## config.mk

```make
export PLATFORM = sky130hd
export DESIGN_NAME = cache_axi_bridge
export DESIGN_NICKNAME = d
export VERILOG_FILES = /design/src/rtl/cache_axi_bridge_pkg.sv /design/src/rtl/cache_axi_bridge.sv
export SDC_FILE = /design/constraint.sdc
export NUM_CORES = 1
export LEC_CHECK = 0
export CORE_AREA = 2 2 199 201
export CTS_CLUSTER_SIZE = 30
export DETAILED_ROUTE_END_ITERATION = 8
export DIE_AREA = 0 0 201 203
export GPL_ROUTABILITY_DRIVEN = 0
export PLACE_DENSITY = 0.77
export SYNTH_ARGS = -nofsm -noshare
export SYNTH_HDL_FRONTEND = slang
export SYNTH_SLANG_ARGS = --single-unit
export TNS_END_PERCENT = 50
```

## constraint.sdc

```tcl
create_clock -name clk -period 4.1 [get_ports clk]
set_input_delay 0.615 -clock clk [delete_from_list [all_inputs] [get_ports clk]]
set_output_delay 0.615 -clock clk [all_outputs]
set_load 0.01 [all_outputs]
```

## src/rtl/cache_axi_bridge_pkg.sv

```systemverilog
`default_nettype none
// ============================================================================
// Module  : cache_axi_bridge_pkg
// Purpose : Shared AXI4 burst constants, FSM state encodings and a line
//           address compare helper for the cache line refill/writeback bridge.
// Ports   : none (package)
// Revision: 1.0 - initial release
// ============================================================================
package cache_axi_bridge_pkg;

  // A 128-bit cache line travels as four 32-bit INCR beats.
  localparam logic [1:0] AXI_BURST_INCR = 2'b01;
  localparam logic [7:0] AXI_LEN_LINE   = 8'd3;
  localparam logic [2:0] AXI_SIZE_WORD  = 3'd2;
  localparam logic [3:0] AXI_WSTRB_FULL = 4'hF;

  typedef enum logic [1:0] {
    R_IDLE = 2'd0,
    R_AR   = 2'd1,
    R_DATA = 2'd2,
    R_DONE = 2'd3
  } rd_state_e;

  typedef enum logic [2:0] {
    W_IDLE = 3'd0,
    W_AW   = 3'd1,
    W_DATA = 3'd2,
    W_B    = 3'd3,
    W_DONE = 3'd4
  } wr_state_e;

  // Two byte addresses hit the same 16-byte line when their [31:4] bits match.
  function automatic logic same_line(input logic [27:0] a_line, input logic [27:0] b_line);
    return a_line == b_line;
  endfunction

endpackage
`default_nettype wire

```

## src/rtl/cache_axi_bridge.sv

```systemverilog
`default_nettype none
// ============================================================================
// Module  : cache_axi_bridge
// Purpose : Cache line refill / writeback engine. Turns 128-bit line read and
//           write requests into 4-beat AXI4 INCR bursts of 32-bit data.
//           Read and write paths are independent FSMs; a read to a line that
//           is being written back waits until the writeback completes.
// Ports   : clk, rst                       - clock, sync active-high reset
//           rd_req/rd_addr/rd_rdy          - line read request handshake
//           ret_valid/ret_data             - refilled line, one-cycle pulse
//           wr_req/wr_addr/wr_data/wr_rdy  - line writeback request handshake
//           wr_valid                       - writeback done, one-cycle pulse
//           ar*/r*                         - AXI4 read address / data channels
//           aw*/w*/b*                      - AXI4 write addr / data / resp channels
// Revision: 1.0 - initial release
// ============================================================================
module cache_axi_bridge
  import cache_axi_bridge_pkg::*;
#(
  parameter logic [3:0] RD_ID = 4'd0,
  parameter logic [3:0] WR_ID = 4'd1
) (
  input  logic         clk,
  input  logic         rst,
  // cache read side
  input  logic         rd_req,
  input  logic [31:0]  rd_addr,
  output logic         rd_rdy,
  output logic         ret_valid,
  output logic [127:0] ret_data,
  // cache write side
  input  logic         wr_req,
  input  logic [31:0]  wr_addr,
  input  logic [127:0] wr_data,
  output logic         wr_rdy,
  output logic         wr_valid,
  // AR channel
  output logic [3:0]   arid,
  output logic [31:0]  araddr,
  output logic [7:0]   arlen,
  output logic [2:0]   arsize,
  output logic [1:0]   arburst,
  output logic         arvalid,
  input  logic         arready,
  // R channel
  input  logic [3:0]   rid,
  input  logic [31:0]  rdata,
  input  logic [1:0]   rresp,
  input  logic         rlast,
  input  logic         rvalid,
  output logic         rready,
  // AW channel
  output logic [3:0]   awid,
  output logic [31:0]  awaddr,
  output logic [7:0]   awlen,
  output logic [2:0]   awsize,
  output logic [1:0]   awburst,
  output logic         awvalid,
  input  logic         awready,
  // W channel
  output logic [31:0]  wdata,
  output logic [3:0]   wstrb,
  output logic         wlast,
  output logic         wvalid,
  input  logic         wready,
  // B channel
  input  logic [3:0]   bid,
  input  logic [1:0]   bresp,
  input  logic         bvalid,
  output logic         bready
);

  // --------------------------------------------------------------------------
  // State
  // --------------------------------------------------------------------------
  rd_state_e      rd_state_q, rd_state_d;
  logic [1:0]     rd_cnt_q, rd_cnt_d;
  logic [31:0]    araddr_q, araddr_d;
  logic           arvalid_q, arvalid_d;
  logic           rready_q, rready_d;
  logic           ret_valid_q, ret_valid_d;
  logic [127:0]   ret_data_q, ret_data_d;

  wr_state_e      wr_state_q, wr_state_d;
  logic [1:0]     wr_cnt_q, wr_cnt_d;
  logic [31:0]    wr_line_addr_q, wr_line_addr_d;
  logic [127:0]   wr_line_q, wr_line_d;
  logic           awvalid_q, awvalid_d;
  logic           wvalid_q, wvalid_d;
  logic           bready_q, bready_d;
  logic           wr_valid_q, wr_valid_d;

  logic           w_busy;
  logic           w_wr_accept;
  logic           w_rd_hazard;

  // Response IDs/codes, rlast and the line-offset bits carry no control meaning here.
  logic           w_unused;
  assign w_unused = ^{rid, rresp, rlast, bid, bresp, rd_addr[3:0], wr_addr[3:0]};

  // --------------------------------------------------------------------------
  // Request handshakes and read-after-write hazard
  // --------------------------------------------------------------------------
  assign w_busy      = (wr_state_q != W_IDLE);
  assign wr_rdy      = (wr_state_q == W_IDLE);
  assign w_wr_accept = wr_req & wr_rdy;

  // A read must not overtake a writeback of the same line: block it while the
  // write FSM owns that line, and also when that write is being accepted in
  // this very cycle (the write wins the tie).
  assign w_rd_hazard = (w_busy      & same_line(rd_addr[31:4], wr_line_addr_q[31:4])) |
                       (w_wr_accept & same_line(rd_addr[31:4], wr_addr[31:4]));
  assign rd_rdy      = (rd_state_q == R_IDLE) & ~w_rd_hazard;

  // --------------------------------------------------------------------------
  // Read FSM
  // --------------------------------------------------------------------------
  always_comb begin
    rd_state_d  = rd_state_q;
    rd_cnt_d    = rd_cnt_q;
    araddr_d    = araddr_q;
    arvalid_d   = arvalid_q;
    rready_d    = rready_q;
    ret_valid_d = 1'b0;
    ret_data_d  = ret_data_q;
    case (rd_state_q)
      R_IDLE: begin
        if (rd_req && rd_rdy) begin
          araddr_d   = {rd_addr[31:4], 4'h0};
          arvalid_d  = 1'b1;
          rd_cnt_d   = 2'd0;
          rd_state_d = R_AR;
        end
      end
      R_AR: begin
        if (arready) begin
          arvalid_d  = 1'b0;
          rready_d   = 1'b1;
          rd_state_d = R_DATA;
        end
      end
      R_DATA: begin
        // The beat counter alone decides when the line is complete.
        if (rvalid && rready_q) begin
          ret_data_d[{rd_cnt_q, 5'd0} +: 32] = rdata;
          rd_cnt_d = rd_cnt_q + 2'd1;
          if (rd_cnt_q == 2'd3) begin
            rready_d    = 1'b0;
            ret_valid_d = 1'b1;
            rd_state_d  = R_DONE;
          end
        end
      end
      R_DONE: begin
        rd_state_d = R_IDLE;
      end
      default: begin
        rd_state_d = R_IDLE;
      end
    endcase
  end

  always_ff @(posedge clk) begin
    if (rst) begin
      rd_state_q  <= R_IDLE;
      rd_cnt_q    <= 2'd0;
      araddr_q    <= 32'd0;
      arvalid_q   <= 1'b0;
      rready_q    <= 1'b0;
      ret_valid_q <= 1'b0;
      ret_data_q  <= 128'd0;
    end else begin
      rd_state_q  <= rd_state_d;
      rd_cnt_q    <= rd_cnt_d;
      araddr_q    <= araddr_d;
      arvalid_q   <= arvalid_d;
      rready_q    <= rready_d;
      ret_valid_q <= ret_valid_d;
      ret_data_q  <= ret_data_d;
    end
  end

  // --------------------------------------------------------------------------
  // Write FSM
  // --------------------------------------------------------------------------
  always_comb begin
    wr_state_d     = wr_state_q;
    wr_cnt_d       = wr_cnt_q;
    wr_line_addr_d = wr_line_addr_q;
    wr_line_d      = wr_line_q;
    awvalid_d      = awvalid_q;
    wvalid_d       = wvalid_q;
    bready_d       = bready_q;
    wr_valid_d     = 1'b0;
    case (wr_state_q)
      W_IDLE: begin
        if (w_wr_accept) begin
          wr_line_addr_d = {wr_addr[31:4], 4'h0};
          wr_line_d      = wr_data;
          awvalid_d      = 1'b1;
          wr_cnt_d       = 2'd0;
          wr_state_d     = W_AW;
        end
      end
      W_AW: begin
        if (awready) begin
          awvalid_d  = 1'b0;
          wvalid_d   = 1'b1;
          wr_state_d = W_DATA;
        end
      end
      W_DATA: begin
        if (wready) begin
          wr_cnt_d = wr_cnt_q + 2'd1;
          if (wr_cnt_q == 2'd3) begin
            wvalid_d   = 1'b0;
            bready_d   = 1'b1;
            wr_state_d = W_B;
          end
        end
      end
      W_B: begin
        if (bvalid) begin
          bready_d   = 1'b0;
          wr_valid_d = 1'b1;
          wr_state_d = W_DONE;
        end
      end
      W_DONE: begin
        wr_state_d = W_IDLE;
      end
      default: begin
        wr_state_d = W_IDLE;
      end
    endcase
  end

  always_ff @(posedge clk) begin
    if (rst) begin
      wr_state_q     <= W_IDLE;
      wr_cnt_q       <= 2'd0;
      wr_line_addr_q <= 32'd0;
      wr_line_q      <= 128'd0;
      awvalid_q      <= 1'b0;
      wvalid_q       <= 1'b0;
      bready_q       <= 1'b0;
      wr_valid_q     <= 1'b0;
    end else begin
      wr_state_q     <= wr_state_d;
      wr_cnt_q       <= wr_cnt_d;
      wr_line_addr_q <= wr_line_addr_d;
      wr_line_q      <= wr_line_d;
      awvalid_q      <= awvalid_d;
      wvalid_q       <= wvalid_d;
      bready_q       <= bready_d;
      wr_valid_q     <= wr_valid_d;
    end
  end

  // --------------------------------------------------------------------------
  // Output decode
  // --------------------------------------------------------------------------
  assign ret_valid = ret_valid_q;
  assign ret_data  = ret_data_q;
  assign wr_valid  = wr_valid_q;

  assign arid      = RD_ID;
  assign araddr    = araddr_q;
  assign arlen     = AXI_LEN_LINE;
  assign arsize    = AXI_SIZE_WORD;
  assign arburst   = AXI_BURST_INCR;
  assign arvalid   = arvalid_q;
  assign rready    = rready_q;

  assign awid      = WR_ID;
  assign awaddr    = wr_line_addr_q;
  assign awlen     = AXI_LEN_LINE;
  assign awsize    = AXI_SIZE_WORD;
  assign awburst   = AXI_BURST_INCR;
  assign awvalid   = awvalid_q;

  // Word i of the latched line goes out as beat i.
  assign wdata     = wr_line_q[{wr_cnt_q, 5'd0} +: 32];
  assign wstrb     = AXI_WSTRB_FULL;
  assign wlast     = wvalid_q & (wr_cnt_q == 2'd3);
  assign wvalid    = wvalid_q;
  assign bready    = bready_q;

endmodule
`default_nettype wire
```

==> out/qor.txt, run 1 <==
status: complete, no violations
CP Class: input pin to primary output
area fraction in compound gates after synthesis: 0.157
Required @ worst endpoint: 3.48 ns
final worst-path cycle share: 0.918
Max VDD drop: 404 uV
Adder-Cell Fraction of Synth Area: 0.00914
H-tree depth: 2
Core Region: 38500 sq um
Mapped Area: 13700 sq um
initial antenna violation count: 4
Iter 0 DRT Violations: 888
P_leak: 6.91 nW
Final Hold Vio Count: 0
max-cap violations: 0
worst slew pin tran: 1.18 ns
Area growth syn-to-layout: 43.4%
drt total wl: 46.5 mm
Core Util, Final: 0.511
worst hold path depth: 2
vias in the first global route: 12832
HPWL after detailed placement: 32.6 mm
Reg2Reg Capture Point: wr_line_q[17]
clk sinks: 328
cell area after layout: 19600 sq um
PortBufs: 450
drt wl/cell: 18.2 um
Setup Fix Bufs, Post-CTS: 0
global-route wire length before repair: 71.1 mm
Final Skew: 0.0135 ns
Total GRT Usage: 0.219
Max clock buf depth: 3
Reg2Reg Launch Point: wr_state_q[2]
die height: 203 um
Post-Syn Instances: 1635
Ports: 518
hold crit path type: flop to flop
CP endpoint kind: primary output
worst-path maximum fanout: 4
f_max: 266 MHz
number of flops mapped to enable cells by yosys: 0
TritonCTS clock tree: yes
hold buffers post-CTS: 0
RSZ-0062 raised after global routing: false
Hold Path End: ret_data[116]
CTS root buffer: clkbuf_16
Unique masters post-synth: 44
share of layout cells above drive strength 1: 0.0663
Synth async-reset ratio: 0
Relative slew margins: 0.214
Final nets: 2269
vias: 13305
HP Start: ret_data[116]
ANT nets after route: 0
CP Launch Type: input pin
largest net degree at the start of global routing: 110
total gr overflow: 0
post-placement cell area: 18400 sq um
Yosys top cell by area: dfxtp_1
Overall Power: 8.31 mW
Initial Utilization: 0.356
die area: 40800 sq um
CTS resizes: 0
Yosys warning count: 0
Worst-path clk slew: 0.06 ns
Skew-Pair Late Insertion Delay: 0.54 ns
largest family of logic cells by synthesized area: simple AND/OR/NAND/NOR gates
Final setup violation count: 0
final-layout fill cell count: 3555
vias per cell: 5.21
top cell type's share of synthesized area: 0.479
Hold WS: 0.448 ns
Worst Reg-to-Reg Cells: 5
ys flop type: dfxtp_1
Worst Path Arrival: 3.15 ns
multi-input logic area: 6420 sq um
post-synthesis sequential area ratio: 0.479
#FFs+latches synth: 328
multiplexer area fraction after synthesis: 0.0534
drt drc: 0
Syn Area/Cell: 8.38 sq um
Setup TNS: 0 ns
CTS buffer count: 37
fin crit period: 3.76 ns
max-slew violation count: 0
Seq. cell area: 6570 sq um
Synth Area in XOR/XNOR: 0.0365
R2R Setup Slk: 1.40 ns
Die X: 201 um
simple-gate area share of the yosys netlist: 0.198
DR pass1 iterations: 5
Cell Pwr Density: 423 nW/um^2
# rows: 72
largest cells by area after synthesis: dfxtp_1 48%, nand2_1 12%, a21oi_1 11%
==> layer usage <==
layer | share of wire | vias to the layer above | global-route usage
li1 | - | 6254 | -
met1 | 0.38 | 6286 | 0.256
met2 | 0.47 | 640 | 0.363
met3 | 0.11 | 119 | 0.0724
met4 | 0.043 | 6 | 0.103
met5 | 0.0010 | - | 0
==> worst max-delay path, stage by stage <==
cell and delay (ns):
clkdlybuf4s50_1 0.65, xnor2_1 0.17, nand4_1 0.13, nor4_1 0.48, nand4_1 0.32, nand2_1 0.15, a31oi_1 0.07, clkdlybuf4s50_1 0.55
==> how the worst max path moves through the flow <==
stage                           start        end  depth (start not counted)
after global routing      rd_addr[15]     rd_rdy                          8
after global placement    rd_addr[15]     rd_rdy                          8
after floorplan           wr_cnt_q[0]  wdata[10]                          3
after detailed placement  rd_addr[15]     rd_rdy                          8
final                     rd_addr[15]     rd_rdy                          8
after CTS                 rd_addr[15]     rd_rdy                          8
==> kinds of logic (layout without fill, tap and decap cells) <==
kind of cell | after synthesis | in the layout
AO/OA/AOI/OAI | 371 | 371
XOR/XNOR | 57 | 57
flip-flops | 328 | 328
AND/OR/NAND/NOR | 644 | 644
multiplexers | 33 | 33
buffers and inverters | 190 | 547
other | 2 | 47
adder cells (fa/ha/maj) | 10 | 10
==> through the flow <==
| step | std cells | setup slack, ns |
|---|---|---|
| finish | 2555 | 0.338 |
| global route | 2555 | 0.188 |
| CTS | 2554 | 0.397 |
| detailed placement | 2492 | 0.405 |
| global placement | 2492 | 0.483 |
| floorplan | 1679 | 1.75 |
==> registers in the layout, indices dropped and copies added, names as in the netlist <==
| register | cells |
|---|---|
| bready | 1 |
| awvalid | 1 |
| wr_cnt_q | 2 |
| ret_data | 128 |
| rd_cnt_q | 2 |
| ret_valid | 1 |
| araddr | 28 |
| rready | 1 |
| wr_state_q | 3 |
| rd_state_q | 2 |
| awaddr | 28 |
| wr_line_q | 128 |
| wr_valid | 1 |
| wvalid | 1 |
| arvalid | 1 |
==> cell usage after synthesis, types with 2 or more instances <==
cell,count
nand2_1,455
dfxtp_1,328
a21oi_1,292
nand3_1,133
clkbuf_1,125
buf_4,47
xnor2_1,42
mux4_2,32
o311a_1,28
a31o_1,20
xor2_1,15
nor2_1,13
ha_1,10
nand4_1,10
a31o_2,9
buf_2,8
nor4_1,7
a31oi_1,6
nor3_1,6
and2_1,5
inv_1,5
o21ai_0,5
and3_1,3
buf_1,3
nor3b_1,3
a21boi_0,2
and4_1,2
clkinv_1,2
conb_1,2
nor2b_1,2
o211ai_1,2
==> final cells by class <==
class / count / area share
sequential: 328 / 0.335
multi-input combinational: 1161 / 0.327
timing repair buffer: 478 / 0.241
clock buffer: 48 / 0.0513
tap: 518 / 0.0330
clock inverter: 14 / 0.0117
inverter: 7 / 0.00134
antenna: 1 / 0.000127
==> placed cells by master (no fill, tap or decap), types with 3 or more instances in the layout <==
master / netlist / final
a31oi_1: 6 / 6
bufinv_16: 0 / 6
nand2_1: 455 / 454
a21oi_1: 292 / 292
buf_4: 47 / 27
ha_1: 10 / 10
nand3_1: 133 / 133
inv_1: 5 / 5
xnor2_1: 42 / 42
xor2_1: 15 / 15
clkdlybuf4s50_1: 0 / 449
nor2_1: 13 / 13
clkbuf_1: 125 / 7
nor3b_2: 0 / 3
a31o_1: 20 / 20
nand4_1: 10 / 10
conb_1: 2 / 46
and2_1: 5 / 5
mux4_2: 32 / 32
clkinv_2: 0 / 5
nor3_1: 6 / 5
and3_1: 3 / 3
clkbuf_8: 0 / 4
clkbuf_16: 0 / 37
nor4_1: 7 / 7
dfxtp_1: 328 / 326
o311a_1: 28 / 28
o21ai_0: 5 / 5
a31o_2: 9 / 9
==> power by group <==
group / leakage, nW / total [mW] / internal (mW) / switching [mW]
combinational: 3.63 / 1.40 / 0.658 / 0.740
clock: 0.606 / 3.42 / 2.11 / 1.32
sequential: 2.67 / 3.49 / 3.37 / 0.118
total: 6.91 / 8.31 / 6.14 / 2.18
No activity file was read; power rests on OpenSTA's default activity.
==> run 2: changes to the inputs <==
- clock period: 4.1 -> 4.5 ns (I/O delays scaled with it)
==> out/qor.txt, run 2 (synthesis results as in run 1) <==
vias: 13150 (-1.2%)
Final Hold Vio Count: 0 (unchanged)
PortBufs: 450 (unchanged)
Top delay family on crit path: buffers and inverters
drt drc: 0 (unchanged)
CP Launch Type: input pin
RSZ-0062 raised after global routing: false
Final setup violation count: 0 (unchanged)
Hold WS: 0.449 ns (+0.00170 ns)
clk sinks: 328 (unchanged)
Overall Power: 7.52 mW (-9.5%)
CP max-delay cell: clkdlybuf4s50_1
largest net degree at the start of global routing: 182 (+65%)
Initial Utilization: 0.356 (unchanged)
Iter 0 DRT Violations: 755 (-15%)
fin crit period: 3.86 ns
Setup Fix Bufs, Post-CTS: 0 (unchanged)
Core Util, Final: 0.510 (-0.000748)
CTS resizes: 0 (unchanged)
Core Region: 38500 sq um (unchanged)
Max VDD drop: 283 uV (-30%)
TritonCTS clock tree: yes
Reg2Reg Launch Point: wr_state_q[2]
worst hold path depth: 2 (unchanged)
share of layout cells above drive strength 1: 0.0659 (-0.000394)
status: complete, no violations
Hold Path End: ret_data[19]
HPWL after detailed placement: 32.5 mm (-0.32%)
Max clock buf depth: 3 (unchanged)
Final nets: 2265 (-0.18%)
Relative slew margins: 0.268 (+0.0539)
Total GRT Usage: 0.218 (-0.00100)
final worst-path cycle share: 0.857
HP Start: ret_data[19]
Worst Path Arrival: 3.18 ns (+0.03 ns)
Final Skew: 0.0100 ns (-0.00344 ns)
Worst Reg-to-Reg Cells: 5 (unchanged)
Area growth syn-to-layout: 43.2%
Ports: 518 (unchanged)
CTS buffer count: 36 (-2.7%)
Worst-path clk slew: 0.06 ns (about the same)
CP Buf/Inv Count: 2 (unchanged)
max incr delay on CP: 0.67 ns (+0.02 ns)
Die X: 201 um (unchanged)
max-slew violation count: 0 (unchanged)
hold crit path type: flop to flop
CTS root buffer: clkbuf_16
CP endpoint kind: primary output
f_max: 259 MHz
drt wl/cell: 18.2 um (about the same)
Reg2Reg Capture Point: wr_line_q[45]
CP Class: input pin to primary output
Skew-Pair Late Insertion Delay: 0.53 ns (about the same)
global-route wire length before repair: 70.9 mm (-0.22%)
# diodes: 0 (-1)
die area: 40800 sq um (unchanged)
# rows: 72 (unchanged)
crit-path cells: clkdlybuf4s50_1 > xnor2_1 > nand4_1 > nor4_1 > nand4_1 > nand2_1 > a31oi_1 > clkdlybuf4s50_1
WP depth: 8 (unchanged)
vias per cell: 5.15 (-1.0%)
Required @ worst endpoint: 3.83 ns (+0.35 ns)
P_leak: 6.90 nW (-0.23%)
DR pass1 iterations: 5 (unchanged)
vias in the first global route: 12817 (-0.12%)
R2R Setup Slk: 1.72 ns (+0.32 ns)
die height: 203 um (unchanged)
commonest non-fill, non-tap cell in the layout: nand2_1
total gr overflow: 0 (unchanged)
drt total wl: 46.5 mm (about the same)
H-tree depth: 2 (unchanged)
CP Launch Point: rd_addr[15]
worst slew pin tran: 1.09 ns (-0.0844 ns)
Cell Pwr Density: 383 nW/um^2 (-9.4%)
Setup TNS: 0 ns (unchanged)
initial antenna violation count: 4 (unchanged)
worst-path maximum fanout: 4 (unchanged)
commonest cells after routing, fill and taps aside: 454 x nand2_1, 449 x clkdlybuf4s50_1, 326 x dfxtp_1
ANT nets after route: 0 (unchanged)
hold buffers post-CTS: 0 (unchanged)
max-cap violations: 0 (unchanged)
run 2: worst max-delay path by stage:
stage	to	slack, ns
6_report	rd_rdy	0.64
5_1_grt	rd_rdy	0.52
4_1_cts	rd_rdy	0.69
3_5_place_dp	rd_rdy	0.70
3_3_place_gp	rd_rdy	0.70
2_1_floorplan	wdata[10]	2.09
run 2: layout make-up:
class	instances	area, sq um
flip-flops and latches	328	6570
multi-input cells	1161	6430
fillers	3583	18900
inverters	7	26.3
well taps	518	648
clock buffers	48	1030
clock inverters	14	200
repair buffers	475	4710
run 2: layer usage:
metal / routed length [um] / GRT usage
met1: 17800 / 0.257
met2: 21600 / 0.357
met3: 5090 / 0.0730
met4: 1910 / 0.104
met5: 66 / 0
run 2: worst reg2reg max path: stages, from the launching register on:
cell and delay, ns:
dfxtp_1 0.41, nor4b_4 0.37, buf_4 0.59, buf_4 0.85, nand2_1 0.32, a21oi_1 0.17
run 2: through the flow:
stage	area (sq um)	instances	worst slack, ns
CTS	19600	2551	0.686
finish	19600	2551	0.642
floorplan	13900	1679	2.09
global placement	18400	2489	0.701
global route	19600	2551	0.521
detailed placement	18400	2489	0.697
run 2: power breakdown:
group	internal [mW]	switching, mW
logic	0.597	0.673
registers	3.07	0.111
clock network	1.89	1.18
==> run 3: changes to the inputs <==
--- a/config.mk
+++ b/config.mk
@@ -6,10 +6,12 @@
 export NUM_CORES = 1
 export LEC_CHECK = 0
-export CORE_AREA = 2 2 199 201
+export ABC_AREA = 1
+export CORE_AREA = 2 2 202 204
 export CTS_CLUSTER_SIZE = 30
 export DETAILED_ROUTE_END_ITERATION = 8
-export DIE_AREA = 0 0 201 203
+export DIE_AREA = 0 0 204 206
 export GPL_ROUTABILITY_DRIVEN = 0
-export PLACE_DENSITY = 0.77
+export PLACE_DENSITY = 0.76
+export SLEW_MARGIN = 30
 export SYNTH_ARGS = -nofsm -noshare
 export SYNTH_HDL_FRONTEND = slang
==> constraint.sdc (replaced) <==
create_clock -name clk -period 4.5 [get_ports clk]
set_input_delay 0.675 -clock clk [delete_from_list [all_inputs] [get_ports clk]]
set_output_delay 0.675 -clock clk [all_outputs]
set_load 0.02 [all_outputs]
==> out/qor.txt, run 3 <==
Initial Utilization: 0.349 (-0.00655)
Syn Area/Cell: 7.47 sq um (-11%)
CP Buf/Inv Count: 2 (unchanged)
Setup TNS: 0 ns (unchanged)
CTS buffer count: 37 (+2.8%)
drt total wl: 50.8 mm (+9.3%)
vias: 14613 (+11%)
initial antenna violation count: 1 (-3)
net switching power: 4.14 mW (+110%)
Seq pwr share: 0.324 (-0.099)
Synth async-reset ratio: 0 (unchanged)
max-cap violations: 0 (unchanged)
HPWL after detailed placement: 34.5 mm (+6.1%)
Yosys warning count: 0 (unchanged)
Setup Fix Bufs, Post-CTS: 0 (unchanged)
cell area after layout: 19900 sq um (+1.5%)
die area: 42000 sq um (+3.0%)
Final WS setup: 1.04 ns (+0.399 ns)
P_leak: 7.31 nW (+6.0%)
top cell type's share of synthesized area: 0.468 (-0.0119)
Reg2Reg Launch Point: wr_state_q[1]
H-tree depth: 2 (unchanged)
status: complete, no violations
worst slew pin tran: 0.942 ns (-0.152 ns)
commonest cells after routing, fill and taps aside: 448 x clkdlybuf4s50_1, 326 x dfxtp_1, 271 x a21oi_1
Top delay family on crit path: buffers and inverters
HP Start: wr_line_q[39]
die height: 206 um (+1.5%)
Cell Pwr Density: 549 nW/um^2 (+43%)
max-slew violation count: 0 (unchanged)
commonest non-fill, non-tap cell in the layout: clkdlybuf4s50_1
CP Launch Point: wr_cnt_q[1]
final worst-path cycle share: 0.769 (-0.0888)
Area growth syn-to-layout: 41.8%
drt wl/cell: 18.2 um (about the same)
Max VDD drop: 902 uV (+220%)
# rows: 74 (+2.8%)
max incr delay on CP: 0.68 ns (about the same)
ANT nets after route: 0 (unchanged)
Clock power frac: 0.295 (-0.113)
Total GRT Usage: 0.231 (+0.0135)
largest net degree at the start of global routing: 168 (-7.7%)
combinational fraction of design power: 0.381 (+0.212)
post-placement cell area: 18600 sq um (+1.3%)
total gr overflow: 0 (unchanged)
TritonCTS clock tree: yes
RSZ-0062 raised after global routing: false
Post-Syn Instances: 1879 (+15%)
Final Skew: 0.0153 ns (+0.00527 ns)
Final Hold Vio Count: 0 (unchanged)
Skew-Pair Late Insertion Delay: 0.54 ns (about the same)
sw frac: 0.379 (+0.118)
drt drc: 0 (unchanged)
largest cells by area after synthesis: dfxtp_1 47%, a21oi_1 9.7%, nand2_1 7.2%
DR pass1 iterations: 5 (unchanged)
f_max: 289 MHz (+12%)
clk sinks: 328 (unchanged)
CTS root buffer: clkbuf_16
Worst Path Arrival: 2.78 ns (-0.40 ns)
final-layout fill cell count: 3811 (+6.4%)
crit-path cells: inv_1 > o21ai_0 > o22ai_1 > clkdlybuf4s50_1
Max clock buf depth: 3 (unchanged)
share of layout cells above drive strength 1: 0.0434 (-0.0225)
CP Class: flop to primary output
number of flops mapped to enable cells by yosys: 0 (unchanged)
global-route wire length before repair: 77.0 mm (+8.5%)
Mapped Area: 14000 sq um (+2.5%)
Die X: 204 um (+1.5%)
commonest cells in the netlist: 328 x dfxtp_1, 271 x a21oi_1, 269 x nand2_1, 199 x nand3_1, 190 x nor2_1
Hold WS: 0.460 ns (+0.0103 ns)
Core Region: 40200 sq um (+4.5%)
vias per cell: 5.24 (+1.6%)
#FFs+latches synth: 328 (unchanged)
setup slack at placement: 0.933 ns (+0.237 ns)
post-synthesis sequential area ratio: 0.468 (-0.0119)
CP Launch Type: flop
Final nets: 2486 (+9.8%)
Iter 0 DRT Violations: 1103 (+46%)
hold buffers post-CTS: 0 (unchanged)
Relative slew margins: 0.371 (+0.103)
Final setup violation count: 0 (unchanged)
Worst-path clk slew: 0.06 ns (about the same)
Required @ worst endpoint: 3.83 ns (about the same)
ys flop type: dfxtp_1
Internal Power: 6.78 mW (+22%)
CP max-delay cell: clkdlybuf4s50_1
CP endpoint kind: primary output
R2R Setup Slk: 1.35 ns (-0.37 ns)
Yosys top cell by area: dfxtp_1
PortBufs: 450 (unchanged)
Ports: 518 (unchanged)
hold crit path type: flop to flop
CTS resizes: 0 (unchanged)
most frequent cell after synthesis: dfxtp_1
Unique masters post-synth: 31 (-30%)
fin crit period: 3.46 ns (-0.399 ns)
vias in the first global route: 13541 (+5.6%)
worst-path maximum fanout: 29 (+25)
## run 3: layer usage
metal,up-vias,GRT usage,share of wire
met5,-,0,0.00026
met1,6763,0.300,0.41
met4,2,0.0947,0.041
met3,124,0.0624,0.094
li1,7002,-,-
met2,722,0.364,0.46
## run 3: final cells by class
type | instances | area, sq um | share of cell area
multi-input cells | 1341 | 6500 | 0.327
clock buffers | 56 | 1100 | 0.0552
inverters | 50 | 190 | 0.00955
flip-flops and latches | 328 | 6570 | 0.330
well taps | 532 | 666 | 0.0334
diodes | 1 | 2.50 | 0.000126
clock inverters | 9 | 186 | 0.00936
repair buffers | 472 | 4690 | 0.236
## run 3: cells by family (layout without fill, tap and decap cells)
| group | Yosys count | after routing | share of synthesized area |
|---|---|---|---|
| and+or+nand+nor | 735 | 735 | 0.225 |
| AOI/OAI and AO/OA | 503 | 503 | 0.186 |
| DFF | 328 | 328 | 0.468 |
| buffers and inverters | 254 | 587 | 0.0821 |
| xor gates and xnor gates | 47 | 47 | 0.0293 |
| adders and majority gates | 10 | 10 | 0.00891 |
| other | 2 | 47 | 0.000535 |
## run 3: power groups by stage
stage               registers, mW  clock network (mW)  logic (mW)
floorplan                    3.72                   0        2.33
global placement             3.58                   0        4.09
detailed placement           3.59                   0        4.14
CTS                          3.54                3.28        4.16
global route                 3.59                3.39        4.54
finish                       3.54                3.22        4.17
## run 3: worst min-delay path: stages, from the launching register on
cell     delay, ns
dfxtp_1       0.31
nand2_1       0.06
a21oi_1       0.05
## run 3: metrics by stage
stage,std cells,util,power (mW)
floorplan,1923,-,6.05
global placement,2723,0.463,7.67
detailed placement,2723,0.463,7.73
CTS,2788,0.495,11.0
global route,2788,0.495,11.5
finish,2789,0.495,10.9
## run 3: path summary, 6_finish.rpt
kind / endpoint / depth (start not counted)
min reg2reg: wr_line_q[39] / 2
max reg2reg: araddr[26] / 12
max: wdata[31] / 4
min: wr_line_q[39] / 2
